===== src/rtl/nibble_record_writer.sv =====
// rtl/nibble_record_writer.sv - packs (V,T) records as four BCD nibbles into a 256x4 RAM
// Define RW_WRAP_EN for circular overwrite with a one-clock full pulse instead of sticky full.
module nibble_record_writer #(
   parameter int NREC = 64,
   parameter int BASE = 0
) (
   input  logic       clock,
   input  logic       reset_,
   input  logic       dav_,
   output logic       rfd,
   input  logic [6:0] v,
   input  logic [6:0] t,
   output logic [7:0] addr,
   output logic [3:0] data,
   output logic       s_,
   output logic       mw_,
   output logic       full
);

   localparam logic [6:0] NREC_W = 7'(NREC);
   localparam logic [7:0] BASE_A = 8'(BASE);

   typedef enum logic [2:0] {S0, S1, S2, S3, S4, S5} state_t;

   state_t      state, next_state;
   logic [1:0]  idx;
   logic [6:0]  count;
   logic [15:0] buffer;
   logic        last_rec;

   // Out-of-range operands clamp to 99 so every nibble is a legal BCD digit.
   function automatic logic [7:0] to_bcd(input logic [6:0] x);
      logic [6:0] c;
      c = (x > 7'd99) ? 7'd99 : x;
      return {4'(c / 7'd10), 4'(c % 7'd10)};
   endfunction

   assign last_rec = (idx == 2'd3) && ((count + 7'd1) == NREC_W);

   always_ff @(posedge clock or negedge reset_) begin
      if (!reset_) state <= S0;
      else         state <= next_state;
   end

   always_comb begin
      next_state = state;
      case (state)
         S0: if (!dav_) next_state = S1;
         S1: if (dav_)  next_state = S2;
         S2: next_state = S3;
         S3: next_state = S4;
         S4: begin
            if (idx != 2'd3) next_state = S2;
`ifdef RW_WRAP_EN
            else             next_state = S0;
`else
            else if (last_rec) next_state = S5;
            else               next_state = S0;
`endif
         end
         S5: next_state = S5;
         default: next_state = S0;
      endcase
   end

   always_ff @(posedge clock or negedge reset_) begin
      if (!reset_) begin
         rfd    <= 1'b1;
         s_     <= 1'b1;
         mw_    <= 1'b1;
         addr   <= BASE_A;
         data   <= 4'd0;
         full   <= 1'b0;
         count  <= 7'd0;
         idx    <= 2'd0;
         buffer <= 16'd0;
      end else begin
`ifdef RW_WRAP_EN
         full <= 1'b0;
`endif
         case (state)
            S0: begin
               rfd <= 1'b1;
               if (!dav_) begin
                  buffer <= {to_bcd(t), to_bcd(v)};
                  rfd    <= 1'b0;
               end
            end
            S1: rfd <= 1'b0;
            S2: begin
               data <= buffer[{idx, 2'b00} +: 4];
               s_   <= 1'b0;
               mw_  <= 1'b1;
            end
            S3: mw_ <= 1'b0;
            S4: begin
               mw_  <= 1'b1;
               s_   <= 1'b1;
               addr <= addr + 8'd1;
               idx  <= idx + 2'd1;
               if (idx == 2'd3) begin
                  count <= count + 7'd1;
                  if (last_rec) begin
                     full <= 1'b1;
`ifdef RW_WRAP_EN
                     count <= 7'd0;
                     addr  <= BASE_A;
                     rfd   <= 1'b1;
`endif
                  end else begin
                     rfd <= 1'b1;
                  end
               end
            end
            S5: begin
               full <= 1'b1;
               rfd  <= 1'b0;
               s_   <= 1'b1;
               mw_  <= 1'b1;
            end
            default: ;
         endcase
      end
   end

endmodule

===== config.mk =====
export PLATFORM = sky130hd
export DESIGN_NAME = nibble_record_writer
export DESIGN_NICKNAME = d
export VERILOG_FILES = /design/src/rtl/nibble_record_writer.sv
export SDC_FILE = /design/constraint.sdc
export NUM_CORES = 1
export LEC_CHECK = 0
export ABC_AREA = 1
export BUFFER_PORTS_ARGS = -buffer_cell sky130_fd_sc_hd__buf_4
export CORE_ASPECT_RATIO = 1.5
export CORE_MARGIN = 2
export CORE_UTILIZATION = 30
export DETAILED_ROUTE_END_ITERATION = 6
export SLEW_MARGIN = 40
export SYNTH_ARGS = -nofsm -noshare
export SYNTH_HDL_FRONTEND = slang
export SYNTH_SLANG_ARGS = --single-unit

===== constraint.sdc =====
create_clock -name clock -period 1.8 [get_ports clock]
set_clock_uncertainty 0.1 [all_clocks]
set_input_delay 0.18 -clock clock [delete_from_list [all_inputs] [get_ports clock]]
set_output_delay 0.18 -clock clock [all_outputs]
set_load 0.1 [all_outputs]

Word level (Yosys, flattened, before mapping)

Index checks and enable logic that the tools add are counted.

Bits in registers: 44
Bits in latches: 0
RAM bits: 0
Bits in read-only memories: 0
Input bits: 17
Output and inout port bits: 16
Word-level logic and storage cells: 64
Memories kept: 0

Add/subtract/negate cells: 3
Multipliers: 0
Div/mod/pow operators: 4
$lt $le $gt $ge: 2
Equal/unequal tests: 13
Shift operators: 1
Multiplexer cells: 16
Bitwise operators: 1
Reductions and logical operators: 14

Operator list:

| kind                | count |
|---|---|
| $pmux 3 s6          | 1 |
| $shiftx 16x5->4     | 1 |
| $div 7x4->7 const B | 2 |
| $gt 7x7->1 const B  | 2 |
| $mod 7x4->7 const B | 2 |
| $mux 7              | 2 |
| $mux 3              | 4 |
| $ne 2x2->1 const B  | 6 |
| $add 8x1->8 const B | 1 |
| $add 7x1->7 const B | 1 |
| $eq 7x7->1 const B  | 1 |
| $eq 3x2->1 const B  | 2 |
| $eq 3x3->1 const B  | 2 |
| $pmux 1 s2          | 3 |
| $reduce_and 2->1    | 3 |
| $reduce_and 3->1    | 2 |
| $reduce_bool 2->1   | 3 |
| $mux 1              | 5 |
| $reduce_or 2->1     | 2 |
| $eq 3x1->1 const B  | 1 |
| $logic_not 3->1     | 1 |
| $pmux 1 s3          | 1 |
| $reduce_bool 3->1   | 1 |
| $reduce_or 3->1     | 1 |
| other kinds (4)     | 4 |

Longest topological paths before layout

Gate-level depths: netlist of the first run.

Depth in word-level cells: 6
Depth in mapped cells: 28
Mapped depth without buffers: 28

Least setup slack after synthesis of the first run

OpenSTA, ideal clock, no wires.

Path type: input to register
From: input port t[6]
To: register buffer[10]
Setup time: 0.118 ns
Data arrival time: 2.497 ns
Required time: 1.582 ns
Setup slack: -0.914 ns
Stages: 26
Path buffers: 0
Cell sequence: nand2_1 nand2_1 inv_1 ha_1 nor2_2 nor2_4 o21ai_1 inv_1 ha_1 nor2_1 nand2_1 nand2_2 nand2_4 o21ai_2 nand2_2 nand2_2 nand2_1 nand2_1 inv_1 ha_1 inv_1 nand3_2 nand3_2 nand2_1 nand3_1 nand2_1

Word-level cells in the longest chain between the ends: 3

RTL lines:

| item                 | RTL line | source |
|---|---|---|
| from (decl)          | 12       | `input logic [6:0] t,` |
| $gt 7x7->1           | 34       | `c = (x > 7'd99) ? 7'd99 : x;` |
| $mux 7 (*)           | 34       |  |
| $mod 7x4->7 (*)      | 35       | `return {4'(c / 7'd10), 4'(c % 7'd10)};` |
| to (signal assigned) | 85       | `buffer <= {to_bcd(t), to_bcd(v)};` |
| to (decl)            | 28       | `logic [15:0] buffer;` |

Mark *: on every way between the ends. The rest lies on a longest branch, timed or not.
A chain may end at the register's enable or synchronous reset.

Worst setup path in the final report of the first run

From: input port v[6]
To: register buffer[1]

Word-level cells in the longest chain between the ends: 3

RTL lines:

| item            | RTL line | source |
|---|---|---|
| from (decl)     | 11       | `input logic [6:0] v,` |
| $gt 7x7->1      | 34       |  |
| $mux 7 (*)      | 34       |  |
| $mod 7x4->7 (*) | 35       |  |

Marked as above.

==> results of run 1 <==
[logic make-up after synthesis]
logic type      synth area share, %
fa+ha+maj                      4.25
simple gates                   34.7
compound gates                 8.92
buf+inv                        8.03
flops                          37.5
mux                            1.91
xor+xnor                       4.76
[state kept, by name (all words and copies together) (netlist names)]
signal,flops
buffer,16
count,7
idx,2
mw_,1
s_,1
state,3
rfd,1
full,1
addr,8
data,4
[through the flow]
stage | power [uW] | TNS [ns] | utilization, % | hold WS (ns) | cell area (um^2)
2_1_floorplan | 3810 | -6.79 | - | -0.216 | 3110
3_3_place_gp | 4570 | -9.03 | 40.7 | 0.103 | 3920
3_5_place_dp | 4640 | -9.89 | 40.7 | 0.111 | 3920
4_1_cts | 5860 | -5.24 | 44.9 | 0.0414 | 4330
5_1_grt | 6380 | -7.51 | 46.6 | 0.0796 | 4490
6_report | 5950 | -5.46 | 46.6 | 0.0499 | 4490
[report_power, final]
group	leakage [uW]	total (uW)	switching (uW)	internal, uW
sequential	0.000544	1630	235	1390
clock	0.0000871	1080	381	695
combinational	0.00163	3250	2110	1140
total	0.00226	5950	2730	3220
[final cells by class]
class / count / area, um^2 / area share [%]
sequential: 44 / 1110 / 24.7
multi-input combinational: 281 / 1910 / 42.6
clock buffer: 6 / 139 / 3.10
timing repair buffer: 114 / 923 / 20.6
tap: 115 / 144 / 3.21
inverter: 58 / 223 / 4.97
clock inverter: 2 / 38.8 / 0.865
[cells in the mapped netlist, drive strengths merged]
cell type	n
o2bb2ai	1
nand2	123
nand4	7
ha	10
dfrtp	41
o21a	1
nand3b	2
xnor2	7
nor3	5
inv	58
or2	1
clkbuf	5
nor2	37
a21oi	10
nand3	27
mux2	5
dfstp	3
o211ai	2
xor2	9
o21ai	34
[placed cells by master, fill, tap and decap left out, types with 3 or more instances in the layout]
| master | Yosys | final |
|---|---|---|
| nand2_4 | 7 | 12 |
| o21ai_1 | 4 | 5 |
| buf_8 | 0 | 4 |
| xnor2_1 | 7 | 7 |
| dfstp_2 | 3 | 3 |
| nor3_1 | 5 | 3 |
| mux2_2 | 5 | 5 |
| nand3_2 | 4 | 9 |
| inv_1 | 52 | 45 |
| dfrtp_2 | 0 | 3 |
| nand3_4 | 1 | 3 |
| nand4_1 | 6 | 6 |
| ha_4 | 0 | 6 |
| xor2_1 | 9 | 9 |
| nor2_1 | 29 | 27 |
| nand3_1 | 22 | 15 |
| inv_2 | 6 | 11 |
| nor2_4 | 4 | 8 |
| dfrtp_1 | 41 | 38 |
| a21oi_1 | 9 | 8 |
| nand2_1 | 101 | 77 |
| ha_1 | 10 | 3 |
| clkbuf_16 | 0 | 5 |
| nand2_2 | 15 | 32 |
| buf_6 | 0 | 6 |
| o21ai_0 | 28 | 25 |
| buf_4 | 0 | 102 |
[worst max path at each step]
stage | endpoint | slack, ns
finish | buffer[1]$_DFFE_PN0P_ | -0.69
floorplan | buffer[1]$_DFFE_PN0P_ | -0.86
CTS | buffer[1]$_DFFE_PN0P_ | -0.69
global route | buffer[9]$_DFFE_PN0P_ | -0.88
global placement | buffer[1]$_DFFE_PN0P_ | -1.07
detailed placement | buffer[1]$_DFFE_PN0P_ | -1.10
[layer usage]
| metal | up-vias | GRT usage [%] | wire length [um] |
|---|---|---|---|
| met3 | 7 | 1.91 | 156 |
| met5 | - | 0 | 0 |
| met2 | 36 | 25.0 | 3740 |
| met1 | 1289 | 14.2 | 2680 |
| li1 | 1455 | - | - |
| met4 | 0 | 4.39 | 101 |
[repair_timing]
action                                  4_1_cts  5_1_grt
setup buffers                                16        7
gates cloned                                  0        0
pin swaps                                    42       31
hold buffers                                  1        0
endpoints found under the setup margin       13       21
gates resized for setup                      25       31
hold endpoints to repair                     41        0
[critical path, cell delays in order]
cell,delay [ns]
buf_8,0.09
nand2_8,0.05
nand2_4,0.08
inv_4,0.04
ha_4,0.17
o21ai_4,0.15
nand2_4,0.07
nand2_4,0.08
inv_4,0.04
ha_4,0.14
nand3b_4,0.16
nand2_4,0.10
nand3_4,0.11
nand2_2,0.10
nand2_2,0.07
nor2_4,0.14
nand2_2,0.08
nand2_2,0.07
nand2_2,0.05
inv_2,0.06
ha_4,0.14
nand2_2,0.05
nand2_2,0.09
nand2_4,0.07
nor2_4,0.11
nand2_1,0.07
nand2_1,0.05
==> summary.txt, run 1 <==
STA
  • Minimum clock period: 2.49 ns
  • Worst Tran Pin Value: 0.622 ns
  • RSZ-0062 raised after global routing: true
  • Maximum clock rate: 402 MHz
  • Rel. slew slack: 58.5%
  • Fin crit share: 138%
  • Final setup fails: 11
  • Post-route setup slack: -0.687 ns
  • Final Hold Viols: 0
  • Final Max Tran Viols: 0

Floorplan
  • Io pins: 33
  • Core ar.: 9630 um^2
  • DIE WIDTH: 84.9 um
  • Starting density of the core: 30.6%
  • Die footprint: 10600 um^2
  • Std-Cell Rows: 44
  • Chip height: 125 um

Power and ir drop
  • VDD IR max: 1.55 mV
  • Leak Pwr: 0.00226 uW
  • PD cells: 1330 nW/um^2

CTS
  • Clock Path Buffers: 2
  • H-tree levels: 2
  • # clock sinks: 44
  • CTS clk-pin slew, worst paths: 0.06 ns
  • Clock root buffer: clkbuf_16
  • Num CTS Buffers: 5
  • Clock latency at the later pin of the worst-skew pair: 0.29 ns
  • TritonCTS clock tree: built

Worst setup path
  • Worst Setup End Kind: register
  • Kind of critical path: in -> reg
  • Crit path max fanout: 5
  • Worst r2r dst: rfd$_DFFE_PN1P_
  • WP data arrival: 2.62 ns
  • Startpoint types: input pin
  • Worst EP required: 1.93 ns
  • Worst setup path startpoint: v[6]
  • Flop2flop setup slack: -0.01 ns
  • Reg2reg path depth: 9
  • Worst reg2reg path startpoint: count[1]$_DFFE_PN0P_

Status
  • Status: finished, violations left
  • Failing checks: negative setup slack

Min path
  • WHS Endpoint: buffer[8]$_DFFE_PN0P_
  • Worst hold path type: in -> reg
  • Worst Hold Depth: 3
  • HP Start: t[0]

Routing
  • Number of remaining DRC errors: 0
  • WL/cell: 10.8 um
  • Via/cell ratio: 4.50
  • Routed Antenna Nets: 0
  • First-pass detailed-route iteration total: 4
  • Total Routed Length: 6670 um
  • Via count: 2787
  • DRT iter0 DRCs: 132

Cells and area
  • Final Non-Filler Cells: 620
  • Fillers: 915
  • Synthesis-to-finish area growth: 52.2%
  • Ant diodes: 0
  • Nets@finish: 531
  • Layout cell share with drive strength beyond 1: 45.7%

Synth
  • Synth Net Count: 415
  • Gate Count Post-Synth: 388
  • Register area share after synthesis: 37.5%
  • Synth top area share: 34.8%
  • Yosys Warn Count: 0
  • Flop and latch count out of synthesis: 44
  • Cell accounting for the most synthesized area: dfrtp_1
  • Mapped cell area: 2950 um^2
  • Mapped Avg Cell Area: 7.59 um^2
  • Area contributors post-synth: dfrtp_1 35%, nand2_1 13%, inv_1 6.6%
  • Yosys cell types: 33

GRT
  • Vias in the first global route: 2770
  • Initial antenna violation count: 0
  • First-pass GRT wire length: 11600 um
  • Total GRT Usage: 13.0%
  • Largest net degree at the start of global routing: 45
  • Total gr overflow: 0

Place
  • DP Worst Slack: -1.10 ns
  • Final HPWL DP: 5060 um
  • Global placement routability congestion: 0.781
  • Placed Cells: 589
  • I/O Buffers: 32

Job
  • Max Cap Violations: 0
(Power assumes the default switching activity.)
==> run 2: changes to the inputs <==
--- a/config.mk
+++ b/config.mk
@@ -5,7 +5,7 @@
 export SDC_FILE = /design/constraint.sdc
 export NUM_CORES = 1
 export LEC_CHECK = 0
-export ABC_AREA = 1
+export ABC_AREA = 0
 export BUFFER_PORTS_ARGS = -buffer_cell sky130_fd_sc_hd__buf_4
 export CORE_ASPECT_RATIO = 1.5
 export CORE_MARGIN = 2
==> constraint.sdc (replaced) <==
create_clock -name clock -period 2.25 [get_ports clock]
set_clock_uncertainty 0.1 [all_clocks]
set_input_delay 0.225 -clock clock [delete_from_list [all_inputs] [get_ports clock]]
set_output_delay 0.225 -clock clock [all_outputs]
set_load 0.1 [all_outputs]
==> summary.txt, run 2 <==
Floorplan
  • Chip height: 127 um (+1.6%)
  • Core ar.: 10000 um^2 (+4.0%)
  • Std-Cell Rows: 45 (+2.3%)
  • Die footprint: 11000 um^2 (+3.3%)
  • Starting density of the core: 30.4% (-0.18 points)
  • DIE WIDTH: 86.3 um (+1.6%)
  • Io pins: 33 (unchanged)

Cells and area
  • Final core occ: 45.2% (-1.3 points)
  • Layout cell share with drive strength beyond 1: 44.1% (-1.7 points)
  • Synthesis-to-finish area growth: 48.7%
  • Largest reg by FF count: buffer
  • Most frequent cells in the layout: 103 x buf_4, 42 x nand2_1, 41 x dfrtp_1, 28 x nor2_1, 18 x o21ai_0
  • Largest register FFs: 16 (unchanged)
  • Ant diodes: 0 (unchanged)
  • Largest regs: buffer x16, addr x8, count x7
  • Commonest non-fill, non-tap cell in the layout: buf_4
  • Nets@finish: 473 (-11%)

Synth
  • Post-synthesis adder-cell area fraction: 4.11% (-0.14 points)
  • Flop and latch count out of synthesis: 44 (unchanged)
  • Yosys cell types: 66 (+100%)
  • Gate Count Post-Synth: 337 (-13%)
  • Synth cell count leaders: 45 x nand2_1, 41 x dfrtp_1, 30 x nor2_1
  • Synth top area share: 33.7% (-1.1 points)
  • Largest family of logic cells by synthesized area: simple AND/OR/NAND/NOR gates
  • Compound-Gate Fraction of Synth Area: 21.1% (+12 points)
  • Area contributors post-synth: dfrtp_1 34%, nand2_1 5.5%, o21ai_0 4.4%
  • Yosys Warn Count: 0 (unchanged)
  • Top-count cell post-synth: nand2_1
  • Post-synth EDFFs: 0 (unchanged)
  • Post-synthesis simple-gate area fraction: 22.4% (-12 points)
  • Synth Net Count: 364 (-12%)
  • Post-synthesis mux area share: 7.35% (+5.4 points)
  • Ys flop type: dfrtp_1
  • Xor/xnor share of the synthesized area: 5.46% (+0.71 points)
  • Cell accounting for the most synthesized area: dfrtp_1
  • Share of flip-flops with an asynchronous set or reset: 100% (unchanged)
  • Mapped cell area: 3050 um^2 (+3.4%)
  • Mapped Avg Cell Area: 9.04 um^2 (+19%)
  • Register area share after synthesis: 36.3% (-1.2 points)

Min path
  • Worst hold path type: in -> reg

Worst setup path
  • Critical path, cell by cell: buf_8 -> nand2_4 -> and2_4 -> ha_4 -> nand4b_1 -> o311ai_4 -> ha_4 -> nand2_4 -> or4b_4 -> nand3_4 -> a211oi_4 -> nor2_1 -> a31o_2 -> ha_4 -> o31ai_2 -> a21oi_1 -> o211a_1 -> mux2_4 -> o21ai_2
  • CP bufs+invs: 1 (-3)
  • Kind of critical path: in -> reg
  • Crit path max fanout: 4 (-1)
  • Worst EP required: 2.36 ns (+0.43 ns)
  • Slowest cell on crit path: or4b_4
  • WP data arrival: 3.11 ns (+0.49 ns)
  • Worst Setup End Kind: register
  • Delay-heaviest family, CP: simple AND/OR/NAND/NOR gates
  • Startpoint types: input pin
  • Crit-path most repeated cell: ha_4
  • Crit path largest cell delay: 0.47 ns (+0.30 ns)

GRT
  • Largest net degree at the start of global routing: 45 (unchanged)
  • Vias in the first global route: 2877 (+3.9%)
  • First-pass GRT wire length: 12700 um (+9.5%)
  • Total GRT Usage: 14.0% (+1.0 points)
  • Total gr overflow: 0 (unchanged)
  • Initial antenna violation count: 0 (unchanged)

Routing
  • Number of remaining DRC errors: 0 (unchanged)
  • DRT iter0 DRCs: 145 (+9.8%)
  • Routed Antenna Nets: 0 (unchanged)
  • Via/cell ratio: 5.04 (+12%)
  • Via count: 2841 (+1.9%)
  • First-pass detailed-route iteration total: 4 (unchanged)
  • Total Routed Length: 7560 um (+13%)
  • WL/cell: 13.4 um (+24%)

Power and ir drop
  • VDD IR max: 0.378 mV (-76%)
  • Total power after layout: 4570 uW (-23%)
  • PD cells: 1010 nW/um^2 (-24%)
  • Leak Pwr: 0.00203 uW (-10%)

STA
  • Fin crit share: 133%
  • RSZ-0062 raised after global routing: true
  • Worst Tran Pin Value: 0.699 ns (+0.0776 ns)
  • Setup TNS: -4.84 ns (+0.620 ns)
  • Final Max Tran Viols: 0 (unchanged)
  • Post-route setup slack: -0.752 ns (-0.0645 ns)
  • Final setup fails: 8 (-3)
  • Final Hold Viols: 0 (unchanged)
  • Minimum clock period: 3.00 ns
  • Maximum clock rate: 333 MHz
  • Rel. slew slack: 53.3% (-5.2 points)

CTS
  • Clock latency at the later pin of the worst-skew pair: 0.29 ns (about the same)
  • Num CTS Buffers: 5 (unchanged)
  • TritonCTS clock tree: built
  • Clock Path Buffers: 2 (unchanged)
  • H-tree levels: 2 (unchanged)
  • Clock root buffer: clkbuf_16
  • CTS clk-pin slew, worst paths: 0.06 ns (about the same)
  • # clock sinks: 44 (unchanged)

Status
  • Failing checks: negative setup slack
  • Status: finished, violations left

Place
  • I/O Buffers: 32 (unchanged)
  • Global placement routability congestion: 0.851 (+9.0%)
  • Final HPWL DP: 5670 um (+12%)

Job
  • Max Cap Violations: 0 (unchanged)
## run 2: layer usage
| layer | vias up | track usage, % | part of all wire (%) |
|---|---|---|---|
| met1 | 1352 | 14.8 | 40 |
| met4 | 0 | 5.61 | 2.9 |
| li1 | 1421 | - | - |
| met3 | 20 | 1.94 | 2.4 |
| met5 | - | 0 | 0 |
| met2 | 48 | 27.1 | 55 |
## run 2: report_power, final
group	switching (uW)	internal [uW]
clock	291	437
sequential	252	1120
combinational	1510	961
## run 2: area by class of cell
cell class | instances | area, um^2
Clock buffer | 6 | 139
Clock inverter | 2 | 10.0
Fill cell | 973 | 5490
Inverter | 8 | 30.0
Multi-Input combinational cell | 270 | 2150
Sequential cell | 44 | 1100
Tap cell | 117 | 146
Timing Repair Buffer | 117 | 950
## run 2: path summary, 6_finish.rpt
check,endpoint,depth (start not counted),startpoint,slack [ns]
setup reg to reg,state[0]$_DFFE_PN0P_,8,count[0]$_DFFE_PN0P_,0.26
hold reg to reg,addr[7]$_DFFE_PN0P_,1,addr[7]$_DFFE_PN0P_,0.37
hold / removal,state[0]$_DFFE_PN0P_,2,dav_,0.05
max in group asynchronous,rfd$_DFFE_PN1P_,2,reset_,1.30
setup / recovery,buffer[2]$_DFFE_PN0P_,19,v[6],-0.75
min in group asynchronous,state[1]$_DFFE_PN0P_,2,reset_,0.37
## run 2: stage by stage
step / setup WS [ns] / cell area [um^2] / cells / hold slack [ns]
after global routing: -0.860 / 4530 / 564 / 0.0668
after detailed placement: -1.12 / 3990 / 540 / 0.158
after floorplan: -1.07 / 3180 / 337 / -0.171
after CTS: -0.715 / 4430 / 561 / 0.0508
final: -0.752 / 4530 / 564 / 0.0540
after global placement: -1.06 / 3990 / 540 / 0.150
## run 2: cell families (layout without fill, tap and decap cells)
family	after synthesis	in the layout
xor gates and xnor gates	19	19
buffers and inverters	23	133
AOI/OAI and AO/OA	90	90
adders and majority gates	10	10
muxes	16	16
and+or+nand+nor	135	135
DFF	44	44
## run 2: repair_timing
item	in CTS	in global routing
hold buffers	1	0
resized for setup	40	21
setup endpoints to repair	10	10
pin swaps	34	17
hold endpoints to repair	41	0
setup buffers	14	6
## run 2: worst register-to-register path, cell delays in order, from the launching register on
cell,delay [ns]
dfrtp_1,0.44
ha_1,0.30
xor2_1,0.18
nand2_1,0.06
o21ai_0,0.18
and3_1,0.22
nor2_1,0.06
o21a_1,0.16
a221oi_1,0.19
